**src/rtl/imm_pkg.sv**
```systemverilog
// Immediate format encodings and RV32 opcode constants, shared between the
// decode stage and the single-cycle core's control unit.
package imm_pkg;

  typedef enum logic [2:0] {
    FMT_I   = 3'b000,
    FMT_S   = 3'b001,
    FMT_B   = 3'b010,
    FMT_U   = 3'b011,
    FMT_J   = 3'b100,
    FMT_Z   = 3'b101,
    FMT_RS6 = 3'b110,
    FMT_RS7 = 3'b111
  } imm_fmt_e;

  localparam logic [6:0] OP_IMM    = 7'b0010011;
  localparam logic [6:0] OP_LOAD   = 7'b0000011;
  localparam logic [6:0] OP_JALR   = 7'b1100111;
  localparam logic [6:0] OP_STORE  = 7'b0100011;
  localparam logic [6:0] OP_BRANCH = 7'b1100011;
  localparam logic [6:0] OP_LUI    = 7'b0110111;
  localparam logic [6:0] OP_AUIPC  = 7'b0010111;
  localparam logic [6:0] OP_JAL    = 7'b1101111;
  localparam logic [6:0] OP_SYSTEM = 7'b1110011;

  // CSR-immediate forms (funct3[2]=1) carry a 5-bit zimm; other SYSTEM ops use I.
  function automatic imm_fmt_e opcode_fmt(input logic [31:0] instr);
    imm_fmt_e fmt;
    case (instr[6:0])
      OP_IMM, OP_LOAD, OP_JALR: fmt = FMT_I;
      OP_STORE:                 fmt = FMT_S;
      OP_BRANCH:                fmt = FMT_B;
      OP_LUI, OP_AUIPC:         fmt = FMT_U;
      OP_JAL:                   fmt = FMT_J;
      OP_SYSTEM:                fmt = instr[14] ? FMT_Z : FMT_I;
      default:                  fmt = FMT_RS7;
    endcase
    return fmt;
  endfunction

endpackage

```
**src/rtl/imm_ext_core.sv**
```systemverilog
// Combinational immediate extraction: resolves the format (explicit or from
// the opcode) and builds the sign- or zero-extended immediate.
module imm_ext_core
  import imm_pkg::*;
#(
  parameter int XLEN        = 32,
  parameter bit AUTO_DECODE = 1'b0
) (
  input  logic [31:0]     instr,
  input  logic [2:0]      sel_in,
  output logic [XLEN-1:0] imm,
  output logic [2:0]      sel,
  output logic            illegal
);

  imm_fmt_e    fmt;
  logic [31:0] raw;

  // raw is the 32-bit immediate; widening it as signed gives the XLEN result,
  // and the Z form leaves bit 31 clear so it comes out zero-extended.
  always_comb begin
    fmt     = AUTO_DECODE ? opcode_fmt(instr) : imm_fmt_e'(sel_in);
    raw     = '0;
    illegal = 1'b0;
    case (fmt)
      FMT_I:   raw = {{20{instr[31]}}, instr[31:20]};
      FMT_S:   raw = {{20{instr[31]}}, instr[31:25], instr[11:7]};
      FMT_B:   raw = {{19{instr[31]}}, instr[31], instr[7], instr[30:25], instr[11:8], 1'b0};
      FMT_U:   raw = {instr[31:12], 12'b0};
      FMT_J:   raw = {{11{instr[31]}}, instr[31], instr[19:12], instr[20], instr[30:21], 1'b0};
      FMT_Z:   raw = {27'b0, instr[19:15]};
      default: illegal = 1'b1;
    endcase
    sel = fmt;
    imm = XLEN'($signed(raw));
  end

endmodule

```
**src/rtl/imm_decode_stage.sv**
```systemverilog
// Immediate decode pipeline stage: extraction ahead of a 2-entry skid buffer
// (main + skid) so in_ready never depends combinationally on out_ready.
module imm_decode_stage
  import imm_pkg::*;
#(
  parameter int XLEN        = 32,
  parameter bit AUTO_DECODE = 1'b0
) (
  input  logic            clk,
  input  logic            reset,
  input  logic            flush,
  input  logic            in_valid,
  output logic            in_ready,
  input  logic [31:0]     in_instr,
  input  logic [2:0]      in_imm_sel,
  output logic            out_valid,
  input  logic            out_ready,
  output logic [XLEN-1:0] out_imm,
  output logic [2:0]      out_sel,
  output logic            out_illegal
);

  typedef struct packed {
    logic [XLEN-1:0] imm;
    logic [2:0]      sel;
    logic            illegal;
  } entry_t;

  entry_t ext, main_q, skid_q;
  logic   main_valid, skid_valid;
  logic   in_fire;

  imm_ext_core #(.XLEN(XLEN), .AUTO_DECODE(AUTO_DECODE)) u_ext (
    .instr   (in_instr),
    .sel_in  (in_imm_sel),
    .imm     (ext.imm),
    .sel     (ext.sel),
    .illegal (ext.illegal)
  );

  assign in_ready    = ~skid_valid;
  assign in_fire     = in_valid & in_ready;
  assign out_valid   = main_valid;
  assign out_imm     = main_q.imm;
  assign out_sel     = main_q.sel;
  assign out_illegal = main_q.illegal;

  // Skid is only ever valid while main is valid, so an empty main never has
  // to look at skid; a refill from skid always wins because in_ready is low then.
  always_ff @(posedge clk or posedge reset) begin
    if (reset) begin
      main_valid <= 1'b0;
      skid_valid <= 1'b0;
      main_q     <= '0;
      skid_q     <= '0;
    end else if (flush) begin
      main_valid <= 1'b0;
      skid_valid <= 1'b0;
    end else if (!main_valid || out_ready) begin
      if (skid_valid) begin
        main_q     <= skid_q;
        skid_valid <= 1'b0;
      end else begin
        main_valid <= in_fire;
        if (in_fire) main_q <= ext;
      end
    end else if (in_fire) begin
      skid_q     <= ext;
      skid_valid <= 1'b1;
    end
  end

endmodule

```
**config.mk**
```make
export PLATFORM = sky130hd
export DESIGN_NAME = imm_decode_stage
export DESIGN_NICKNAME = d
export VERILOG_FILES = /design/src/rtl/imm_pkg.sv /design/src/rtl/imm_ext_core.sv /design/src/rtl/imm_decode_stage.sv
export SDC_FILE = /design/constraint.sdc
export NUM_CORES = 1
export LEC_CHECK = 0
export BUFFER_PORTS_ARGS = -buffer_cell sky130_fd_sc_hd__buf_2
export CAP_MARGIN = 20
export CORE_MARGIN = 3
export CORE_UTILIZATION = 46
export DETAILED_ROUTE_END_ITERATION = 6
export HOLD_SLACK_MARGIN = 0.05
export MAX_ROUTING_LAYER = met4
export PLACE_DENSITY = 0.66
export SLEW_MARGIN = 25
export SYNTH_ARGS = -nofsm -noshare
export SYNTH_HDL_FRONTEND = slang
export SYNTH_SLANG_ARGS = --single-unit
```
**constraint.sdc**
```tcl
create_clock -name clk -period 3.2 [get_ports clk]
set_clock_uncertainty 0.15 [all_clocks]
set_input_delay 0.16 -clock clk [delete_from_list [all_inputs] [get_ports clk]]
set_output_delay 0.16 -clock clk [all_outputs]
set_load 0.02 [all_outputs]
```
======== After elaboration in Yosys (flattened, before gate mapping) ========
Index checks and enable logic that the tools add are counted.
W data, S select, Z words.
operators by class
  add/sub/neg operators ................... 0
  multipliers ............................. 0
  divide/modulo/power cells ............... 0
  order comparisons ....................... 0
  eq/ne operators ......................... 6
  shift operators ......................... 0
  multiplexer cells ....................... 10
  bitwise logic cells ..................... 4
  reductions and logical operators ........ 10
operators with widths
  kind                  count
  $pmux W32 S6          1
  $mux W36              2
  $mux W1               7
  $eq A3 B2 Y1 const B  2
  $eq A3 B3 Y1 const B  2
  $reduce_and A3 Y1     2
  $reduce_or A6 Y1      1
  $reduce_bool A2 Y1    2
  $eq A3 B1 Y1 const B  1
  $logic_not A3 Y1      1
  $not A1 Y1            3
  $reduce_bool A3 Y1    1
  $ne A2 B2 Y1 const B  1
  $reduce_and A2 Y1     1
  $and A1 B1 Y1         1
  $logic_not A1 Y1      1
  $logic_or A1 B1 Y1    1
word-level totals
  register bits after elaboration ......... 74
  bits in latches ......................... 0
  bits in writable memories ............... 0
  memory bits (read-only) ................. 0
  output and inout port bits .............. 38
  word-level logic and storage cells ...... 38
  memories kept ........................... 0

======== Depth between registers and ports, before layout ========
Gate-level depths: netlist of run 1.
  depth in word-level cells ............... 5
  gate-level depth with buffers ........... 6

======== Hierarchy ========
A second synthesis of run 1 with hierarchy kept.
second synthesis, totals
  cell total of the unflattened synthesis .. 304
  area total of the unflattened synthesis .. 4016.4 µm²
modules (own cells, without submodules)
  module            instances  cells an instance  area an instance (µm²)  sequential area each (µm²)
  imm_decode_stage  1          203                3241.9                  1851.8
  imm_ext_core      1          101                774.5                   0.0

======== Least setup slack after synthesis of run 1 ========
Ideal clock, no wire load.
  path kind ............................... flip-flop to flip-flop
  from .................................... register main_valid, in the netlist out_valid
  to ...................................... register main_q (netlist bit out_imm[30])
  setup time .............................. 0.134 ns
  data arrival time ....................... 1.423 ns
  data required time ...................... 2.916 ns
  slack ................................... 1.493 ns
  cell stages (with the launch flop) ...... 7
  path buffers ............................ 2
  clock period less this slack ............ 1.707 ns
  cells stage by stage .................... dfrtp_1 -> nor2b_1 -> or3_1 -> clkbuf_1 -> buf_2 -> nand2_1 -> o211ai_2
on the way
  cells in the longest elaborated chain, start to end .. 3
RTL lines
  what                                line                    text
  start, declared                     imm_decode_stage.sv:30  logic main_valid, skid_valid;
  start signal, assigned              imm_decode_stage.sv:64  main_valid <= in_fire;
  $logic_not A1 Y1                    imm_decode_stage.sv:59  end else if (!main_valid || out_ready) begin
  $logic_or A1 B1 Y1                  imm_decode_stage.sv:59
  $reduce_and A3 Y1 (no source line)  -
  end signal, assigned                imm_decode_stage.sv:61  main_q <= skid_q;
  end signal, assigned                imm_decode_stage.sv:65  if (in_fire) main_q <= ext;
  end, declared                       imm_decode_stage.sv:29  entry_t ext, main_q, skid_q;
No other way between the ends.
A chain may end at the register's enable or synchronous reset.

======== Final worst setup path of run 1 ========
  from .................................... input port out_ready
  to ...................................... register skid_q[1] (netlist name)
on the way
  cells in the longest elaborated chain, start to end .. 3
RTL lines
  what                                line                    text
  start, declared                     imm_decode_stage.sv:17  input logic out_ready,
  $logic_or A1 B1 Y1                  imm_decode_stage.sv:59
  $not A1 Y1 (no source line)         -
  $reduce_and A3 Y1 (no source line)  -
  end signal, assigned                imm_decode_stage.sv:68  skid_q <= ext;
  end, declared                       imm_decode_stage.sv:29
No other way between the ends.

==> results of run 1 <==
## flip-flops by register name (all words and copies together), names as in the netlist
signal       count
skid_q          36
out_imm         32
out_sel          3
out_illegal      1
out_valid        1
skid_valid       1
## kinds of logic (layout without fill, tap and decap cells)
family	count (synthesis)	after routing	share of synthesized area (%)
and+or+nand+nor	126	126	17.0
AOI/OAI and AO/OA	121	121	23.0
DFF	74	74	51.3
buffers and inverters	36	112	5.06
muxes	11	11	3.33
adders and majority gates	1	1	0.312
## metrics by stage
| step | hold WS (ns) | util [%] | worst slack [ns] |
|---|---|---|---|
| after floorplan | 0.0731 | - | 1.01 |
| after global placement | 0.103 | 53.3 | 0.979 |
| after CTS | 0.0573 | 58.6 | 1.25 |
| after global routing | 0.0862 | 58.6 | 1.14 |
| after detailed placement | 0.109 | 53.4 | 1.26 |
| final | 0.0561 | 58.6 | 1.24 |
## what timing repair did
action | in CTS | in global routing
resized for setup | 0 | 0
hold endpoints to repair | 108 | 0
hold buffers | 16 | 0
## per-layer routing
| metal | up-vias | routed length (um) | global-route usage [%] |
|---|---|---|---|
| met3 | 14 | 501 | 4.70 |
| met5 | - | 0 | - |
| met2 | 99 | 4310 | 34.9 |
| li1 | 1454 | - | - |
| met1 | 1510 | 4200 | 29.9 |
| met4 | 0 | 135 | 7.93 |
## final cells by class
cell class	instances	area (um^2)	share of cell area, %
inverter	3	11.3	0.258
sequential	74	1850	42.5
clock buffer	10	138	3.16
clock inverter	6	88.8	2.04
multi-input combinational	259	1590	36.3
timing repair buffer	93	563	12.9
tap	99	124	2.84
## tightest hold or removal path, stage by stage
cell    delay (ns)
buf_2         0.09
nor2_1        0.07
nor3_1        0.16
## cells in the final DEF (no fill, tap or decap), types with 2 or more instances in the layout
cell type / instances
o211ai_2: 10
nor2_1: 12
buf_4: 7
dfrtp_1: 74
a21oi_2: 10
nor2b_1: 5
nor3b_1: 12
mux2i_1: 3
nand3_1: 25
a21oi_1: 28
inv_1: 2
nor3_1: 2
o21ai_0: 2
o211ai_1: 14
o21a_1: 8
dlygate4sd3_1: 16
bufinv_16: 2
or3_1: 2
clkinvlp_4: 2
a31oi_1: 8
nand2b_1: 3
mux2_1: 7
clkbuf_8: 10
nand2_1: 59
o21ai_1: 30
a22o_1: 6
buf_2: 70
a221oi_1: 4
## path summary, 6_finish.rpt
kind / startpoint / end / slack, ns / cells past startpoint
max: out_ready / skid_q[1]$_DFFE_PP0P_ / 1.24 / 5
min: in_valid / skid_valid$_DFFE_PP0P_ / 0.06 / 3
max reg2reg: skid_valid$_DFFE_PP0P_ / out_imm[0]$_DFFE_PP0P_ / 1.30 / 5
min reg2reg: skid_q[19]$_DFFE_PP0P_ / skid_q[19]$_DFFE_PP0P_ / 0.34 / 2
max in group asynchronous: reset / skid_q[4]$_DFFE_PP0P_ / 2.13 / 4
min in group asynchronous: reset / out_valid$_DFFE_PP0P_ / 0.27 / 4
## report_power, final
part	internal (mW)	switching [mW]
registers	1.10	0.0870
logic	0.210	0.332
clock network	0.462	0.366
==> results.md, run 1 <==
Detailed routing:
- For this run, the detailed router's first-pass iteration total came to 4.
- For this block, the initial DRC count from the detailed router was 168.
- The number of vias after detailed routing is 3077.
- After detailed routing, the number of remaining DRC violations is 0.
- The remaining antenna violation count after routing is 0.
- The total wirelength of the detailed-routed design is 9.15 mm.
- After detailed routing, the average wire length per cell comes to 16.8 um.
- In the routed layout, each cell is associated on average with a via count of 5.66.

Power:
- The worst voltage drop across the vdd grid is 0.294 mV.
- The static power due to leakage is 1.95 nW.
- The power per standard cell area is 586 nW/um^2.
- The sum of internal, switching and leakage power is 2.55 mW.

Placed design:
- Summing all placed instances gives a cell area of 3980 um^2.
- During placement, the flow inserted port buffers numbering 70.
- The placer's final routability congestion estimate is 0.850.
- Counting tap cells, the placed design contains a total of 512 instances.
- Detailed placement ended at an HPWL of 5.93 mm.

Yosys:
- The area share of the leading cell type in the synthesized netlist is 51.3%.
- The number of nets in the synthesized netlist is 409.
- The most used flip-flop cell after synthesis is dfrtp_1.
- By instance count, the leading cell after synthesis is dfrtp_1.
- For this run, the register share of the synthesized area comes to 51.3%.
- The largest area contributor in the synthesized netlist is dfrtp_1.
- The register bit count reported by yosys is 74.
- The synthesized design contains 0 enable-type register cells.
- Synthesis produced a netlist whose cell count is 369.
- The area of the mapped netlist is 3610 um^2.
- The number of different library cells in the post-synthesis netlist is 35.
- The share of async-settable or async-resettable flops after synthesis is 100%.
- Dividing the synthesized area by the synthesized cell count gives 9.78 um^2.
- The warning count from the yosys run is 0.
- Yosys attributes the largest share of cell area to dfrtp_1 (51%), nand2_1 (6.1%), o21ai_1 (4.2%).
- By count the netlist is led by dfrtp_1 (74), nand2_1 (59), o21ai_1 (30).

Clocking:
- Clock-pin slew was measured on the worst setup and hold paths at 0.08 ns.
- The CTS sink count is 74.
- The number of levels in the clock H-tree is 3.
- In this run, CTS created clock tree buffers numbering 9.
- The CTS root buffer is clkbuf_8.
- The post-CTS setup-driven buffer insertion count is 0.
- The clock tree from TritonCTS is built.
- For the worst-skew pair, the clock arrives at the later sink with an insertion delay of 0.35 ns.
- In this run the deepest clock path goes through 2 buffers.

STA:
- The post-route minimum period is 1.96 ns.
- Setup repair after global routing left no endpoint under its margin.
- The total count of hold-check failures in the final report came to 0.
- In this run the tightest slew margin relative to its limit is 53.2%.
- The achievable clock frequency is 510 MHz.
- The fraction of the cycle the final worst path needs is 61.3%.
- The final-layout setup total negative slack is 0 ns.
- The total count of max-transition violations in the final report is 0.
- Setup violations remaining at the end of the flow were counted as 0.
- The slew at the pin closest to its max-slew limit is 0.702 ns.

Critical path:
- For this design, the slowest cell found on the critical path is or3_4.
- In this run the worst path has a maximum fanout of 64.
- The element type at the critical path end is a flip-flop.
- The type of the setup path with the least slack is primary input to flip-flop.
- For this run, the slowest stage of the critical path takes 0.65 ns.
- The buffering stage count on the worst path with inverters included is 2.
- The worst setup path is launched from a primary input.
- For the worst setup path, the data arrival time is 2.04 ns.
- The critical path goes through dlygate4sd3_1 -> buf_2 -> nand2b_1 -> or3_4 -> mux2_1.
- The kind of cell adding the most delay to the critical path is simple AND/OR/NAND/NOR gates.
- The required time of the critical path is 3.28 ns.

Outcome:
- The run finished with clean final reports.

Global routing:
- The total global routing track utilization is 22.6%.
- The first-pass GRT wire length is 15.3 mm.
- The initial antenna violation count is 0.
- The maximum number of pins on one net before global-route repair is 65.
- The number of global-route vias before repair is 3087.
- The total grt overflow is 0.

Layout:
- The count of cells in the finished layout, fillers not included, comes to 544.
- The fraction of final layout cells sized beyond drive strength 1 is 27.4%.
- The area growth from synthesis to layout is 20.9%.
- At the end of the flow, the number of nets in the layout was 480.
- The finished cells cover 4360 um^2.
- After filler insertion, the fill cell instance count of the layout stands at 682.
- The final antenna diode count is 0.

Floorplanning:
- The floorplan step defined a die boundary enclosing 8940 um^2.
- Once the floorplan was initialized, standard cells occupied 48.5% of the core.
- The core region is 7450 um^2.
- The height of the die is 94.6 um.
- The row count is 31.
- The width of the chip is 94.6 um.
- In this run the count of I/O pins placed on the die edge is 78.

Run:
- The number of max-cap violations is 0.

Worst hold path:
- The path category of the worst min-delay check is primary input to flip-flop.
Note: power is estimated with default switching activity, not from simulation.
==> inputs of run 2 (changes only) <==
==> constraint.sdc (replaced) <==
create_clock -name clk -period 1.99 [get_ports clk]
set_clock_uncertainty 0.15 [all_clocks]
set_input_delay 0.0995 -clock clk [delete_from_list [all_inputs] [get_ports clk]]
set_output_delay 0.0995 -clock clk [all_outputs]
set_load 0.02 [all_outputs]
==> run 2 against run 1 <==
Against the previous run: via count down 0.78%; cell count up 2.6%; largest power group unchanged; highest routed layer unchanged; sequential share of layout area down 1.2 points; first-iteration DRC count down 23%.
==> results.md, run 2 (synthesized netlist as in run 1, its figures left out) <==
Outcome:
- The run finished with clean final reports.

Floorplanning:
- The width of the chip is 94.6 um.
- The die area is 8940 um^2.
- The core area is 7450 um^2.
- The initial cell density of the core is 48.5%.
- The total I/O pin count is 78.
- The row count is 31.
- The die is 94.6 um tall.

Detailed routing:
- The pre-antenna-repair detailed-routing pass consisted of 5 iterations.
- In the routed layout, each cell is associated on average with a via count of 5.47.
- The count of nets left with antenna violations once routing finished came out at 0.
- The remaining routing DRC violations is 0.
- The number of vias after detailed routing is 3053.
- In this run, the number of DRC markers left after iteration 0 of detailed routing was 129.
- The total wirelength of the detailed-routed design is 9.11 mm.
- In the final routed layout, each cell accounts on average for 16.3 um.

Critical path:
- Tracing the worst setup path back leads to its startpoint at out_ready.
- The worst setup path is launched from a primary input.
- For this design, the slowest cell found on the critical path is dlygate4sd3_1.
- In this run the critical register-to-register path is launched from skid_valid$_DFFE_PP0P_.
- The largest single stage delay on the critical path is 0.54 ns.
- The worst setup path is of the primary input to flip-flop kind.
- The data arrival time of the critical path is 2.00 ns.
- The setup slack of the worst register-to-register path is 0.11 ns.
- The maximum fanout encountered on the critical timing path is 64.
- For the worst setup path, the data required time is 2.07 ns.
- The signal on the critical path passes through dlygate4sd3_1 -> buf_2 -> nand2b_1 -> or3_2 -> buf_12 -> mux2_1.
- Grouping stages by cell kind, the critical path spends the most delay in buffers and inverters.
- The number of cells on the worst reg-to-reg path is 6.
- The buffering stage count on the worst path with inverters included is 3.
- Counting buffers and inverters, the worst setup path is 6 cells deep.
- The destination of the worst register-to-register timing path is out_imm[31]$_DFFE_PP0P_.
- The worst setup path is captured at a flip-flop.

Layout:
- The net count of the finished layout is 494.
- Leaving out fill and tap cells, the most frequent cell in the layout is dfrtp_1.
- The final instance count without filler cells is 558.
- The final antenna diode count is 0.
- The final core utilization is 60.2%.
- skid_q holds more flip-flops than any other register.
- The register with the most flip-flops in the layout has 36 of them.
- The relative area change from synthesis to final layout is 24.3%.
- In the layout the commonest cells are dfrtp_1 (74), buf_2 (70), nand2_1 (59), o21ai_1 (30), a21oi_1 (28).
- The post-route netlist has 28.3% of its cells at a drive strength greater than 1.

Clocking:
- The clock tree from TritonCTS is built.
- The number of hold buffers added after cts is 20.
- Counting along the longest clock path gives a buffer depth of 2.
- The CTS sink count is 74.
- For the worst-skew pair, the clock arrives at the later sink with an insertion delay of 0.35 ns.
- The clock-pin slew reported for the worst setup and hold paths after clock tree synthesis is 0.08 ns.
- The cell sitting at the root of the clock tree is a clkbuf_8.
- The quantity of gates resized following cts is 0.
- The H-tree was split into 3 levels.
- Once the clock tree was built, the setup fixing pass inserted 0 buffers.
- The number of CTS-inserted buffers is 9.

STA:
- The total of endpoints with negative setup slack in the final report is 0.
- The worst path uses 96.5% of the clock period.
- Setup repair after global routing left no endpoint under its margin.
- Counting I/O delays and the setup requirement, the final critical path takes 1.92 ns.
- The slew at the pin closest to its max-slew limit is 0.542 ns.
- The post-route worst hold slack is 0.0585 ns.
- After routing, the total negative slack on setup checks comes to 0 ns.
- Based on the critical path, the design can be clocked at up to 521 MHz.
- The total count of max-transition violations in the final report was 0.
- The total count of hold-check failures in the final report came to 0.
- The relative slew slack is 63.8%.

Power:
- The power per standard cell area is 886 nW/um^2.
- The static power due to leakage is 2.01 nW.
- The sum of internal, switching and leakage power is 3.97 mW.
- The worst voltage drop across the vdd grid is 0.465 mV.

Global routing:
- The maximum number of pins on one net before global-route repair is 65.
- After global routing the overflow that remains totals 0.
- The number of global-route vias before repair is 2967.
- The first global-routing pass estimated 15.1 mm of wire.
- The initial antenna violation count is 0.
- For this run, the total global-route usage over all layers was measured as 22.5%.

Run:
- The number of max-cap violations is 0.

Placed design:
- Detailed placement ended at an HPWL of 6.22 mm.
- The placer's final routability congestion estimate is 0.799.
- The instance count after placement with tap cells included is 522.
- The number of buffers added on ports is 70.

Worst hold path:
- The startpoint identified for the worst hold timing path is in_instr[15].
- The instance count along the most critical hold path is 4.
- For hold timing, the worst endpoint is skid_q[19]$_DFFE_PP0P_.
- The path category of the worst min-delay check is primary input to flip-flop.
## run 2: cell types whose count changed in the layout (fill, tap and decap cells not counted), moves of 2 or more
cell	previous run	this run
buf_4	7	14
dlygate4sd3_1	16	20
clkbuf_1	0	2
buf_12	0	3
## run 2: through the flow
stage	setup slack (ns)	area (um^2)
floorplan	0.283	3610
global route	0.0118	4480
detailed placement	0.0825	4090
finish	0.0701	4480
CTS	0.0706	4480
global placement	0.147	4090
## run 2: area by class of cell
type	instances	area [um^2]
clock inverters	4	51.3
clock buffers	12	145
well taps	99	124
inverters	3	15.0
repair buffers	107	716
multi-input cells	259	1580
flip-flops and latches	74	1850
fillers	669	2960
## run 2: worst max-delay path by stage
stage | slack [ns] | endpoint
final | 0.07 | skid_q[3]$_DFFE_PP0P_
after CTS | 0.07 | out_imm[31]$_DFFE_PP0P_
after floorplan | 0.28 | out_imm[30]$_DFFE_PP0P_
after global routing | 0.01 | out_imm[31]$_DFFE_PP0P_
after detailed placement | 0.08 | out_imm[31]$_DFFE_PP0P_
after global placement | 0.15 | out_imm[0]$_DFFE_PP0P_
## run 2: report_power, final
| part | switching (mW) | internal (mW) |
|---|---|---|
| Combinational | 0.540 | 0.362 |
| Clock | 0.553 | 0.615 |
| Sequential | 0.139 | 1.76 |
## run 2: worst register-to-register path, stage by stage, from the launching register on
cell and delay (ns):
dfrtp_1 0.39, buf_12 0.24, nor2_1 0.14, or3_1 0.35
buf_4 0.25, a21oi_1 0.17, a21oi_1 0.09
## run 2: per-layer routing
layer	GRT usage, %	vias to the layer above	share of wire [%]	wire [um]
li1	-	1481	-	-
met1	30.4	1459	45	4060
met2	35.0	102	48	4390
met3	2.95	11	5.7	519
met4	8.53	0	1.5	136
met5	-	-	0	0
==> inputs of run 3 (changes only) <==
--- a/config.mk
+++ b/config.mk
@@ -11,7 +11,6 @@
 export CORE_UTILIZATION = 46
 export DETAILED_ROUTE_END_ITERATION = 6
 export HOLD_SLACK_MARGIN = 0.05
-export MAX_ROUTING_LAYER = met4
 export PLACE_DENSITY = 0.66
 export SLEW_MARGIN = 25
 export SYNTH_ARGS = -nofsm -noshare
==> run 3 against run 2 <==
Against the previous run: via count fell by 0.33%; sequential power about the same; design area did not move; sequential share of layout area stayed put; flip-flop and latch count is the same; fmax about the same; combinational power about the same; critical endpoint unchanged; highest routed layer unchanged.
==> results.md, run 3 (synthesized netlist as in run 1, its figures left out) <==
STA:
- Timing would allow up to 521 MHz.
- For the pin with the worst max-slew slack, the measured transition is 0.540 ns.
- Final hold analysis gives a worst-case slack of 0.0631 ns.
- The total count of hold-check failures in the final report is 0.
- The total count of max-transition violations in the final report is 0.
- The post-route minimum period is 1.92 ns.
- The worst pin sits at a relative slew slack of 63.9%.
- The fraction of the cycle the final worst path needs is 96.4%.
- Setup violations remaining at the end of the flow were counted as 0.
- Across all setup checks in the final design, the least slack found is 0.0710 ns.
- Setup repair after global routing left no endpoint under its margin.
- The final-layout setup total negative slack is 0 ns.

Critical path:
- The destination of the worst register-to-register timing path is out_imm[31]$_DFFE_PP0P_.
- The maximum fanout encountered on the critical timing path is 64.
- The worst register-to-register path has a depth of 6.
- STA classifies the critical path endpoint as a flip-flop.
- The worst setup path is launched from a primary input.
- The required time of the critical path is 2.07 ns.
- The worst register-to-register path has a setup slack of 0.11 ns.
- The data arrival time of the critical path is 2.00 ns.
- The largest single stage delay on the critical path is 0.54 ns.
- Among all stages on the critical path, the largest delay is contributed by dlygate4sd3_1.
- The type of the setup path with the least slack is primary input to flip-flop.
- Traced cell by cell, the critical path runs through dlygate4sd3_1 -> buf_2 -> nand2b_1 -> or3_2 -> buf_12 -> mux2_1.
- In this run the critical register-to-register path is launched from skid_valid$_DFFE_PP0P_.

Floorplanning:
- The initial cell density of the core is 48.5%.
- The die covers 8940 um^2.
- The core region is 7450 um^2.
- Measured along the y axis, the die boundary spans 94.6 um.
- The floorplan step set the die width to 94.6 um.
- The row count is 31.
- 78 I/O pins were placed.

Clocking:
- The number of levels in the clock H-tree is 3.
- For the worst-skew pair, the clock arrives at the later sink with an insertion delay of 0.35 ns.
- The CTS root buffer is clkbuf_8.
- Clock-pin slew was measured on the worst setup and hold paths at 0.08 ns.
- For this design, the CTS-stage hold fixing added 20 buffers.
- The longest clock path from root to sink contains 2 buffers.
- The clock tree from TritonCTS is built.
- Buffers inserted during clock tree synthesis total 9.
- The CTS sink count is 74.
- After clock tree synthesis, the repair step resized 0 gates.
- The post-CTS setup-driven buffer insertion count is 0.

Layout:
- The number of nets in the layout is 494.
- The top cell types in the final layout, fill and taps aside, are dfrtp_1 (74), buf_2 (70), nand2_1 (59), o21ai_1 (30), a21oi_1 (28).
- The number of filler cells placed in the layout is 669.
- The relative area change from synthesis to final layout is 24.3%.
- The fraction of final layout cells sized beyond drive strength 1 is 28.3%.
- The library cell used most frequently in the layout, excluding fill and tap cells, is dfrtp_1.
- 0 antenna diodes ended up in the layout.
- The register bank with the most flops is skid_q.
- The register with the most flip-flops in the layout has 36 of them.
- The final instance count without filler cells is 558.
- The final instance area is 4480 um^2.
- Summing all multi-input logic gate instances after layout gives 1580 um^2.
- The footprint of the flip-flops and latches is 1850 um^2.

Global routing:
- In the global route stage, overall resource usage came out at 21.9%.
- The initial antenna violation count is 0.
- The number of global-route vias before repair is 2965.
- Entering global routing, the biggest net connects 65 pins.
- The first-pass GRT wire length is 15.1 mm.
- The total grt overflow is 0.

Placed design:
- The number of buffers added on ports is 70.
- The instance count after placement with tap cells included is 522.
- Before CTS, the worst setup slack after placement is 0.0825 ns.
- Routability-driven placement finished with a final weighted congestion of 0.788.
- Summing all placed instances gives a cell area of 4090 um^2.
- The HPWL after detailed placement is 6.22 mm.

Worst hold path:
- The launch point of the worst hold path is in_instr[15].
- The worst hold path passes through 4 cells.
- The path with the worst hold slack has its endpoint at skid_q[19]$_DFFE_PP0P_.
- The tightest min-delay check is of the primary input to flip-flop type.

Detailed routing:
- For this block, the initial DRC count from the detailed router was 142.
- In the routed layout, each cell is associated on average with a via count of 5.45.
- Summed over all layers, the routed wires come to 9.14 mm.
- Summing over every cut layer, the via total after detailed routing is 3043.
- In the final routed layout, each cell accounts on average for 16.4 um.
- Before antenna repair, the detailed router went through 4 iterations.
- Once detail routing completed, the nets flagged for antenna violations numbered 0.
- After detailed routing, the number of remaining DRC violations is 0.

Power:
- In this run the power density over the cells is 886 nW/um^2.
- The analysis attributes to cell leakage a power of 2.01 nW.
- VDD sags by at most 0.466 mV.

Run:
- Max-cap violations in this run came to 0.

Outcome:
- The run finished with clean final reports.
## run 3: cell type report
cell class                 instances  area share (%)
clock inverter                     4            1.14
inverter                           3           0.335
tap                               99            2.76
clock buffer                      12            3.24
sequential                        74            41.3
multi-input combinational        259            35.3
timing repair buffer             107            16.0
## run 3: critical path: cells and delay by family
family                 cells  cell delay, ns
and+or+nand+nor            2            0.65
muxes                      1            0.33
buffers and inverters      3            0.90
## run 3: routing by layer
metal	up-vias	global-route usage, %	share of wire [%]
met5	-	0	0
met4	0	8.17	1.4
li1	1491	-	-
met3	12	3.43	5.0
met2	78	34.9	49
met1	1462	30.4	45
## run 3: through the flow
stage | utilization (%) | power [mW]
2_1_floorplan | - | 2.49
3_3_place_gp | 54.9 | 2.78
3_5_place_dp | 54.9 | 2.81
4_1_cts | 60.2 | 4.01
5_1_grt | 60.2 | 4.19
6_report | 60.2 | 3.97
## run 3: worst max-delay path by stage
stage | start | to | cells past startpoint
2_1_floorplan | out_valid$_DFFE_PP0P_ | out_imm[30]$_DFFE_PP0P_ | 6
3_3_place_gp | skid_valid$_DFFE_PP0P_ | out_imm[0]$_DFFE_PP0P_ | 6
3_5_place_dp | skid_valid$_DFFE_PP0P_ | out_imm[31]$_DFFE_PP0P_ | 6
4_1_cts | skid_valid$_DFFE_PP0P_ | out_imm[31]$_DFFE_PP0P_ | 6
5_1_grt | skid_valid$_DFFE_PP0P_ | out_imm[31]$_DFFE_PP0P_ | 6
6_report | out_ready | skid_q[3]$_DFFE_PP0P_ | 6
## run 3: report_power, final
group	leakage [nW]	internal (mW)	switching (mW)
Combinational	0.964	0.362	0.539
Sequential	0.952	1.76	0.141
Clock	0.0966	0.615	0.549
